### src/rtl/seg_serial_tx.sv
// Serialises a packed segment frame MSB first into an external shift-register chain,
// then strobes the chain's storage latch. One frame per accepted start request.
module seg_serial_tx #(
    parameter int unsigned DATA_W   = 64,
    parameter int unsigned HALF_DIV = 2
) (
    input  logic              clk,
    input  logic              rstn,
    input  logic              start,
    input  logic [DATA_W-1:0] seg_data,
    output logic              seg_clk,
    output logic              seg_dat,
    output logic              seg_latch,
    output logic              busy,
    output logic              done
);

    localparam int unsigned CntW = $clog2(DATA_W + 1);
    localparam int unsigned PhW  = (HALF_DIV > 1) ? $clog2(HALF_DIV) : 1;
    localparam logic [PhW-1:0] PhLast = PhW'(HALF_DIV - 1);

    typedef enum logic [2:0] {
        StIdle,
        StShiftLo,
        StShiftHi,
        StLatch,
        StDone
    } state_e;

    state_e            state_q, state_d;
    logic [DATA_W-1:0] shreg_q, shreg_d;
    logic [CntW-1:0]   bitcnt_q, bitcnt_d;
    logic [PhW-1:0]    phase_q, phase_d;
    logic              seg_clk_d, seg_dat_d, seg_latch_d, busy_d, done_d;
    logic              phase_last;

    assign phase_last = (phase_q == PhLast);

    always_comb begin
        state_d  = state_q;
        shreg_d  = shreg_q;
        bitcnt_d = bitcnt_q;
        phase_d  = phase_q;
        unique case (state_q)
            StIdle: begin
                if (start) begin
                    shreg_d  = seg_data;
                    bitcnt_d = CntW'(DATA_W);
                    phase_d  = '0;
                    state_d  = StShiftLo;
                end
            end
            StShiftLo: begin
                if (phase_last) begin
                    phase_d = '0;
                    state_d = StShiftHi;
                end else begin
                    phase_d = phase_q + 1'b1;
                end
            end
            StShiftHi: begin
                if (phase_last) begin
                    phase_d  = '0;
                    shreg_d  = shreg_q << 1;
                    bitcnt_d = bitcnt_q - 1'b1;
                    state_d  = (bitcnt_q == CntW'(1)) ? StLatch : StShiftLo;
                end else begin
                    phase_d = phase_q + 1'b1;
                end
            end
            StLatch: begin
                if (phase_last) begin
                    phase_d = '0;
                    state_d = StDone;
                end else begin
                    phase_d = phase_q + 1'b1;
                end
            end
            StDone:  state_d = StIdle;
            default: state_d = StIdle;
        endcase
    end

    // Outputs are registered from the next state so the external pins never glitch.
    always_comb begin
        seg_clk_d   = (state_d == StShiftHi);
        seg_dat_d   = ((state_d == StShiftLo) || (state_d == StShiftHi)) && shreg_d[DATA_W-1];
        seg_latch_d = (state_d == StLatch);
        busy_d      = (state_d != StIdle);
        done_d      = (state_d == StDone);
    end

    always_ff @(posedge clk or negedge rstn) begin
        if (!rstn) begin
            state_q   <= StIdle;
            shreg_q   <= '0;
            bitcnt_q  <= '0;
            phase_q   <= '0;
            seg_clk   <= 1'b0;
            seg_dat   <= 1'b0;
            seg_latch <= 1'b0;
            busy      <= 1'b0;
            done      <= 1'b0;
        end else begin
            state_q   <= state_d;
            shreg_q   <= shreg_d;
            bitcnt_q  <= bitcnt_d;
            phase_q   <= phase_d;
            seg_clk   <= seg_clk_d;
            seg_dat   <= seg_dat_d;
            seg_latch <= seg_latch_d;
            busy      <= busy_d;
            done      <= done_d;
        end
    end

endmodule

### config.mk
export PLATFORM = sky130hd
export DESIGN_NAME = seg_serial_tx
export DESIGN_NICKNAME = d
export VERILOG_FILES = /design/src/rtl/seg_serial_tx.sv
export SDC_FILE = /design/constraint.sdc
export NUM_CORES = 1
export LEC_CHECK = 0
export ABC_AREA = 1
export BUFFER_PORTS_ARGS = -buffer_cell sky130_fd_sc_hd__buf_2
export CORE_ASPECT_RATIO = 1.4
export CORE_MARGIN = 4
export CORE_UTILIZATION = 32
export CTS_BUF_LIST = sky130_fd_sc_hd__clkbuf_16
export DETAILED_ROUTE_END_ITERATION = 10
export PLACE_DENSITY = 0.48
export SLEW_MARGIN = 20
export SYNTH_ARGS = -nofsm -noshare
export SYNTH_HDL_FRONTEND = slang
export SYNTH_SLANG_ARGS = --single-unit
### constraint.sdc
create_clock -name clk -period 2.8 [get_ports clk]
set_input_delay 0.28 -clock clk [delete_from_list [all_inputs] [get_ports clk]]
set_output_delay 0.28 -clock clk [all_outputs]
set_load 0.01 [all_outputs]
; Word level (Yosys, flattened, before mapping)
; Cells that the tools add are included.
[word_totals]
reg_bits = 80
latch_bits = 0
ramBits = 0
rom_bits = 0
output_inout_bits = 5
wordCells = 46
mem_count = 0
[classes]
n_addsub = 2
mul = 0
div = 0
magnitude_cmp = 0
eq_ne = 10
shift = 0
muxes = 15
bitwise = 0
n_reduce_logical = 9
[ops]
columns = op, n
row1 = 2-to-1 mux 64 bit, 2
row2 = one-hot mux 64 bit (2 select lines), 1
row3 = 2-to-1 mux 7 bit, 2
row4 = one-hot mux 7 bit (2 select lines), 1
row5 = == test 3 x 2 -> 1 bit (second input constant), 4
row6 = 2-to-1 mux 3 bit, 4
row7 = one-hot mux 3 bit (4 select lines), 1
row8 = == test 7 x 1 -> 1 bit (second input constant), 1
row9 = subtractor 7 x 1 -> 7 bit (second input constant), 1
row10 = == test 3 x 1 -> 1 bit (second input constant), 2
row11 = inequality test 2 bit (second input constant), 2
row12 = nonzero test 2 bit, 2
row13 = == test 3 bit (second input constant), 1
row14 = zero test 3 bit, 1
row15 = AND reduction 3 bit, 1
row16 = nonzero test 3 bit, 1
row17 = OR reduction 3 bit, 1
row18 = 2-to-1 mux 1 bit, 2
row19 = 2-to-1 mux 2 bit, 1
row20 = one-hot mux 1 bit (2 select lines), 1
row21 = AND reduction 2 bit, 1
row22 = adder 1 bit (second input constant), 1
row23 = logical AND 1 bit, 1
row24 = logical OR 1 bit, 1

; Depth between registers and ports, before layout
; Gate-level depths: netlist of the first run.
[logic_depth]
word_depth = 7
depth_mapped = 10
mapped_depth_nobuf = 9

; Worst setup path before layout of the first run
; No wires, ideal clock.
[synth_timing]
path_type = register to register
from = register state_q[0]
to = register shreg_q[16]
setup_time_ps = 130
arrival_ps = 1113
required_time_ps = 2670
slack_ps = 1557
path_stages_with_launch = 8
n_path_buf = 1
period_less_slack_ps = 1243
path_cell_list = dfrtp_1 inv_2 nand2_2 nor2_4 nand2_4 nand2_8 buf_6 o221ai_2
[synth_via]
elab_chain_len = 3
word_cells_on_any_way = 7
cone_classes = eq/ne: 3 / mux: 1 / reduce/logical: 3
[synth_rtl]
columns = element, line_no
row1 = from (decl), 30  ; state_e state_q, state_d;
row2 = from (signal assigned), 95  ; state_q <= StIdle;
row3 = from (signal assigned), 105  ; state_q <= state_d;
row4 = == test 3 x 2 -> 1 bit / zero test 3 bit (equally long branches), 44  ; unique case (state_q)
row5 = inequality test 2 bit (no source line) / nonzero test 2 bit (equally long branches), --
row6 = AND reduction 3 bit (no source line), --
row7 = to (signal assigned), 106  ; shreg_q <= shreg_d;
row8 = to (decl), 31  ; logic [DATA_W-1:0] shreg_q, shreg_d;
; Several ways; a longest one is shown, not always the timed one.
; A chain may end at the register's enable or synchronous reset.

; Final worst setup path of the first run
[layout_timing]
from = register state_q[2]
to = register bitcnt_q[6]
[layout_via]
elab_chain_len = 3
word_cells_on_any_way = 7
cone_classes = eq/ne: 3 / mux: 1 / reduce/logical: 3
[layout_rtl]
columns = element, line_no
row1 = == test 3 x 2 -> 1 bit / zero test 3 bit (equally long branches), 44
row2 = inequality test 2 bit (no source line) / nonzero test 2 bit (equally long branches), --
row3 = AND reduction 3 bit (no source line), --
row4 = to (signal assigned), 107  ; bitcnt_q <= bitcnt_d;
row5 = to (decl), 32  ; logic [CntW-1:0] bitcnt_q, bitcnt_d;
; Several ways; a longest one is shown, not always the timed one.

==> results.tsv, run 1 <==
metric	value	unit
finalPower	5.25	mW
nFillCells	1230	
initial_core_util	0.330	
grt-busiest-layer	met2	
cts-root-buf	clkbuf_16	
die_area	0.0147	sq mm
synthCells	388	
synth_nets	457	
critPathKind	flip-flop to flip-flop	
seq_area_frac_synth	0.488	
final_util	0.386	
clkLatencyLatePin	0.33	ns
yosysWarnings	0	
grt_util_met2	0.209	
grt_start_max_net_pins	74	
cp.required	3.01	ns
grt-ovfl-total	0	
timing_worst_slew_pin_value	0.644	ns
crit_arrival	2.16	ns
die_h	142	um
fin_nets	523	
area_growth	16.9	%
power_density	1090	mW/mm^2
synth_largest_area_cell	dfrtp_1	
drc	0	
rows	48	
grt_antenna_before_repair	0	
antennaDiodeCount	0	
core_area	0.0124	sq mm
holdCritPathClass	input port to flip-flop	
ios	72	
timing.final.crit_share	0.697	
cap_violations	0	
ant_nets	0	
cts.repair.resized	0	
synth.distinct_cells	26	
p_leak	2.24	nW
yosys-top-cells-count	nand2_1, dfrtp_1, inv_1, o221ai_2, nand3_1	
setup_tns	0	ns
cts_made_buffers	9	
hold_buffers	1	
synth_top_cells_by_area	dfrtp_1, o221ai_2, nand2_1	
timing.fmax	513	MHz
drive_gt1_frac	0.352	
ir_worst_vdd	0.382	mV
htree_num_levels	3	
max_slew_margin	0.570	
outcome	finished, final reports clean	
portBuffers	71	
wirelength	8540	um
cp_cell_sequence	nor2_4 > nand3_4 > nand2_8 > nand3_1 > nand2_1 > nand3_1	
drt_iter0_markers	122	
grt_pass1_wl	14600	um
cpMostUsedCell	nand3_1	
grt_setup_unrepaired	no	
endpoint_kind	flip-flop	
setup_viol	0	
ys_ff_latch	80	
die_w	104	um
synth_top_area_frac	0.488	
avgSynthCellArea	10.6	sq um
tritoncts	built	
viasPerCell	4.79	
hold_ws	0.161	ns
wl_per_cell	14.1	um
cp_slowest_cell	nand2_8	
gr-usage-met1	0.146	
grt_pass1_vias	3020	
cts.sinks	80	
dp_hpwl	5930	um
timing_max_transition_violations_final	0	
fin_ws	0.849	ns
cts_setup_buffers	0	
grtUsageTotal	0.122	
finalClockSkew	0.00405	ns
synth_flop_cell	dfrtp_1	
dr.pass1.iters	6	
dp_slack	0.829	ns
cpPeakStageDelay	0.60	ns
met3_usage	0.0286	
synth_area	0.00410	sq mm
critPathMaxFanout	73	
hold_viol	0	
vias	2910	
synth.most_common_cell	nand2_1	
synth-async-reset-ratio	1.00	
synth-edff-count	0	
clockBufferDepth	2	
cts.clk_slew.worst_paths	0.06	ns
start_kind	flip-flop	
gp_congestion	0.714	
final.min_clock_period	1.95	ns
## kinds of logic (layout without fill, tap and decap cells)
family | Yosys count | in the layout | synth area share
and+or+nand+nor | 129 | 129 | 0.144
buffers and inverters | 104 | 174 | 0.121
DFF | 80 | 80 | 0.488
AOI/OAI and AO/OA | 72 | 72 | 0.239
adders and majority gates | 2 | 2 | 0.00610
xor gates and xnor gates | 1 | 1 | 0.00214
## registers in the layout (all words and copies together), names as in the netlist
name / cells
bitcnt_q: 7
busy: 1
done: 1
phase_last: 1
seg_clk: 1
seg_dat: 1
seg_latch: 1
shreg_q: 64
state_q: 3
## layout make-up
cell class | count | area (sq um) | area share
sequential | 80 | 2000 | 0.417
inverter | 82 | 308 | 0.0642
clock buffer | 9 | 225 | 0.0469
tap | 150 | 188 | 0.0391
clock inverter | 6 | 51.3 | 0.0107
timing repair buffer | 77 | 418 | 0.0871
multi-input combinational | 204 | 1610 | 0.335
## worst paths after layout
kind                                         startpoint                      end  slack [ns]  depth (start not counted)
min in group asynchronous                          rstn        seg_dat$_DFF_PN0_        0.48                          2
max in group asynchronous                          rstn  bitcnt_q[5]$_DFFE_PN0P_        1.58                          3
worst min register to register  bitcnt_q[0]$_DFFE_PN0P_  bitcnt_q[0]$_DFFE_PN0P_        0.52                          1
worst max register to register     state_q[2]$_DFF_PN0_  bitcnt_q[6]$_DFFE_PN0P_        0.85                          6
worst max-delay path               state_q[2]$_DFF_PN0_  bitcnt_q[6]$_DFFE_PN0P_        0.85                          6
worst min-delay path                       seg_data[24]  shreg_q[24]$_DFFE_PN0P_        0.16                          3
## placed cells by master, fill, tap and decap left out, types with 2 or more instances in the layout
master,instances
buf_2,70
clkbuf_16,9
nand2_2,2
clkinv_2,2
nor2_1,11
o221ai_2,61
nand2_1,87
ha_1,2
o21ai_0,2
nand4_1,7
clkinv_1,3
dfrtp_1,80
buf_4,5
nor2_4,3
o21ai_1,6
inv_1,80
nand3_1,14
inv_2,2
## report_power, final
part	internal [mW]	total [mW]	switching (mW)
Sequential	1.70	1.90	0.197
Clock	0.673	1.11	0.439
Combinational	0.851	2.24	1.39
Total	3.22	5.25	2.03
## worst max-delay path, delay by kind of cell (launching register included)
family,cells,cell delay (ns)
flops,1,0.46
simple gates,6,1.35
## per-stage QoR
stage	cell area (sq um)	instances
floorplan	4100	388
finish	4800	608
detailed placement	4510	592
global route	4800	608
CTS	4800	608
global placement	4510	592
## metal layers
layer  part of all wire  vias up
met2               0.52       40
met5                  0        -
met3              0.034       13
li1                   -     1444
met4              0.018        0
met1               0.42     1413
(Power assumes the default switching activity.)
==> run 2: changes to the inputs <==
Settings changed: PLACE_DENSITY 0.48 to 0.49.
Clock period 2.8 ns to 1.7 ns, I/O delays scaled along.
==> results.tsv, run 2 (same netlist as run 1, synthesis figures left out) <==
metric	value	unit
mostFrequentLayoutCells	nand2_1, inv_1, dfrtp_1	
largest_reg_flops	64	
critPathTopFamily	simple AND/OR/NAND/NOR gates	
die_w	104	um
outcome	finished, final reports clean	
htree_num_levels	3	
rows	48	
core_area	0.0124	sq mm
antennaDiodeCount	0	
setup_tns	0	ns
wirelength	8830	um
initial_core_util	0.330	
path_buf_inv	2	
ant_nets	0	
clkLatencyLatePin	0.33	ns
cts.sinks	80	
grt_start_max_net_pins	81	
grt_antenna_before_repair	0	
placed_cell_area	0.00462	sq mm
critPathKind	flip-flop to flip-flop	
dr.pass1.iters	4	
critPathMaxFanout	17	
cts_made_buffers	9	
cts.clk_slew.worst_paths	0.06	ns
combinationalPowerShare	0.446	
finalClockSkew	0.00537	ns
timing_worst_slew_pin_value	0.437	ns
final_cells	613	
final_util	0.395	
timing.fmax	670	MHz
pwr-share-clk	0.205	
p_sw_frac	0.383	
fin_ws	0.207	ns
final.min_clock_period	1.49	ns
drc	0	
crit_arrival	1.75	ns
vias	2924	
grtUsageTotal	0.128	
grt_setup_unrepaired	no	
layout_commonest_cell	nand2_1	
area_growth	19.7	%
p_sw	3.43	mW
hold_viol	0	
gp_congestion	0.735	
cts-root-buf	clkbuf_16	
cp.required	1.96	ns
timing.final.crit_share	0.878	
p_leak	2.29	nW
timing_max_transition_violations_final	0	
drt_iter0_markers	123	
dp_hpwl	6190	um
cp_cell_sequence	inv_2 > nand2_2 > nor2_4 > nand2_4 > nand2_8 > buf_12 > nand4_1 > nand3_1	
clockBufferDepth	2	
fin_nets	528	
p_int	5.52	mW
cpPeakStageDelay	0.45	ns
wl_per_cell	14.4	um
grt_pass1_wl	15400	um
cts.repair.resized	0	
holdCritPathClass	input port to flip-flop	
setup_viol	0	
tritoncts	built	
die_h	142	um
fin_area	0.00491	sq mm
largestRegisters	shreg_q x64, bitcnt_q x7, state_q x3	
viasPerCell	4.77	
power_density	1820	mW/mm^2
grt-ovfl-total	0	
ir_worst_vdd	0.537	mV
endpoint_kind	flip-flop	
dpl.cell_count	597	
cap_violations	0	
drive_gt1_frac	0.359	
ios	72	
seqPwrFrac	0.349	
start_kind	flip-flop	
die_area	0.0147	sq mm
portBuffers	71	
cp_slowest_cell	dfrtp_1	
grt_pass1_vias	3135	
top_register	shreg_q	
max_slew_margin	0.709	
dp_slack	0.213	ns
-- run 2: cell count changes in the layout (fill, tap and decap cells not counted) --
cell / previous run / this run
buf_4: 5 / 4
buf_12: 1 / 7
-- run 2: worst paths after layout --
path | slack [ns] | startpoint | end | depth (start not counted)
worst max-delay path | 0.21 | state_q[0]$_DFF_PN0_ | bitcnt_q[6]$_DFFE_PN0P_ | 8
max in group asynchronous | 0.95 | rstn | shreg_q[24]$_DFFE_PN0P_ | 3
worst min-delay path | 0.05 | seg_data[61] | shreg_q[61]$_DFFE_PN0P_ | 3
min in group asynchronous | 0.41 | rstn | seg_clk$_DFF_PN0_ | 3
worst min register to register | 0.50 | bitcnt_q[6]$_DFFE_PN0P_ | bitcnt_q[6]$_DFFE_PN0P_ | 2
worst max register to register | 0.21 | state_q[0]$_DFF_PN0_ | bitcnt_q[6]$_DFFE_PN0P_ | 8
-- run 2: stage by stage --
stage / power, mW / hold slack, ns
after floorplan: 6.37 / -0.126
after global routing: 9.72 / 0.0419
after CTS: 9.14 / 0.0290
after global placement: 7.13 / 0.239
final: 8.94 / 0.0489
after detailed placement: 7.24 / 0.242
-- run 2: what timing repair did --
action / in CTS / in global routing
hold buffers: 1 / 0
setup buffers: 0 / 0
hold endpoints to repair: 80 / 0
-- run 2: final cells by class --
class	instances	area [sq um]
clock buffer	9	225
clock inverter	6	51.3
fill	1256	7520
inverter	82	308
multi-input combinational	204	1610
sequential	80	2000
tap	150	188
timing repair buffer	82	531
-- run 2: tightest hold or removal path, cell delays in order --
cell	delay [ns]
buf_2	0.07
nand2_1	0.05
o221ai_2	0.05
-- run 2: per-layer routing --
layer  wire length [um]  share of wire  up-vias  GRT usage
met5                  0              0        -          0
met4                133          0.015        0     0.0504
met3                278          0.031        8     0.0304
met2               4580           0.52       41      0.213
met1               3840           0.43     1426      0.163
li1                   -              -     1449          -
-- run 2: power by group through the flow --
stage / logic [mW] / clock network (mW) / registers, mW
after floorplan: 3.31 / 0 / 3.06
after global placement: 3.98 / 0 / 3.14
after detailed placement: 4.08 / 0 / 3.16
after CTS: 4.10 / 1.92 / 3.13
after global routing: 4.52 / 1.98 / 3.22
final: 3.99 / 1.83 / 3.12
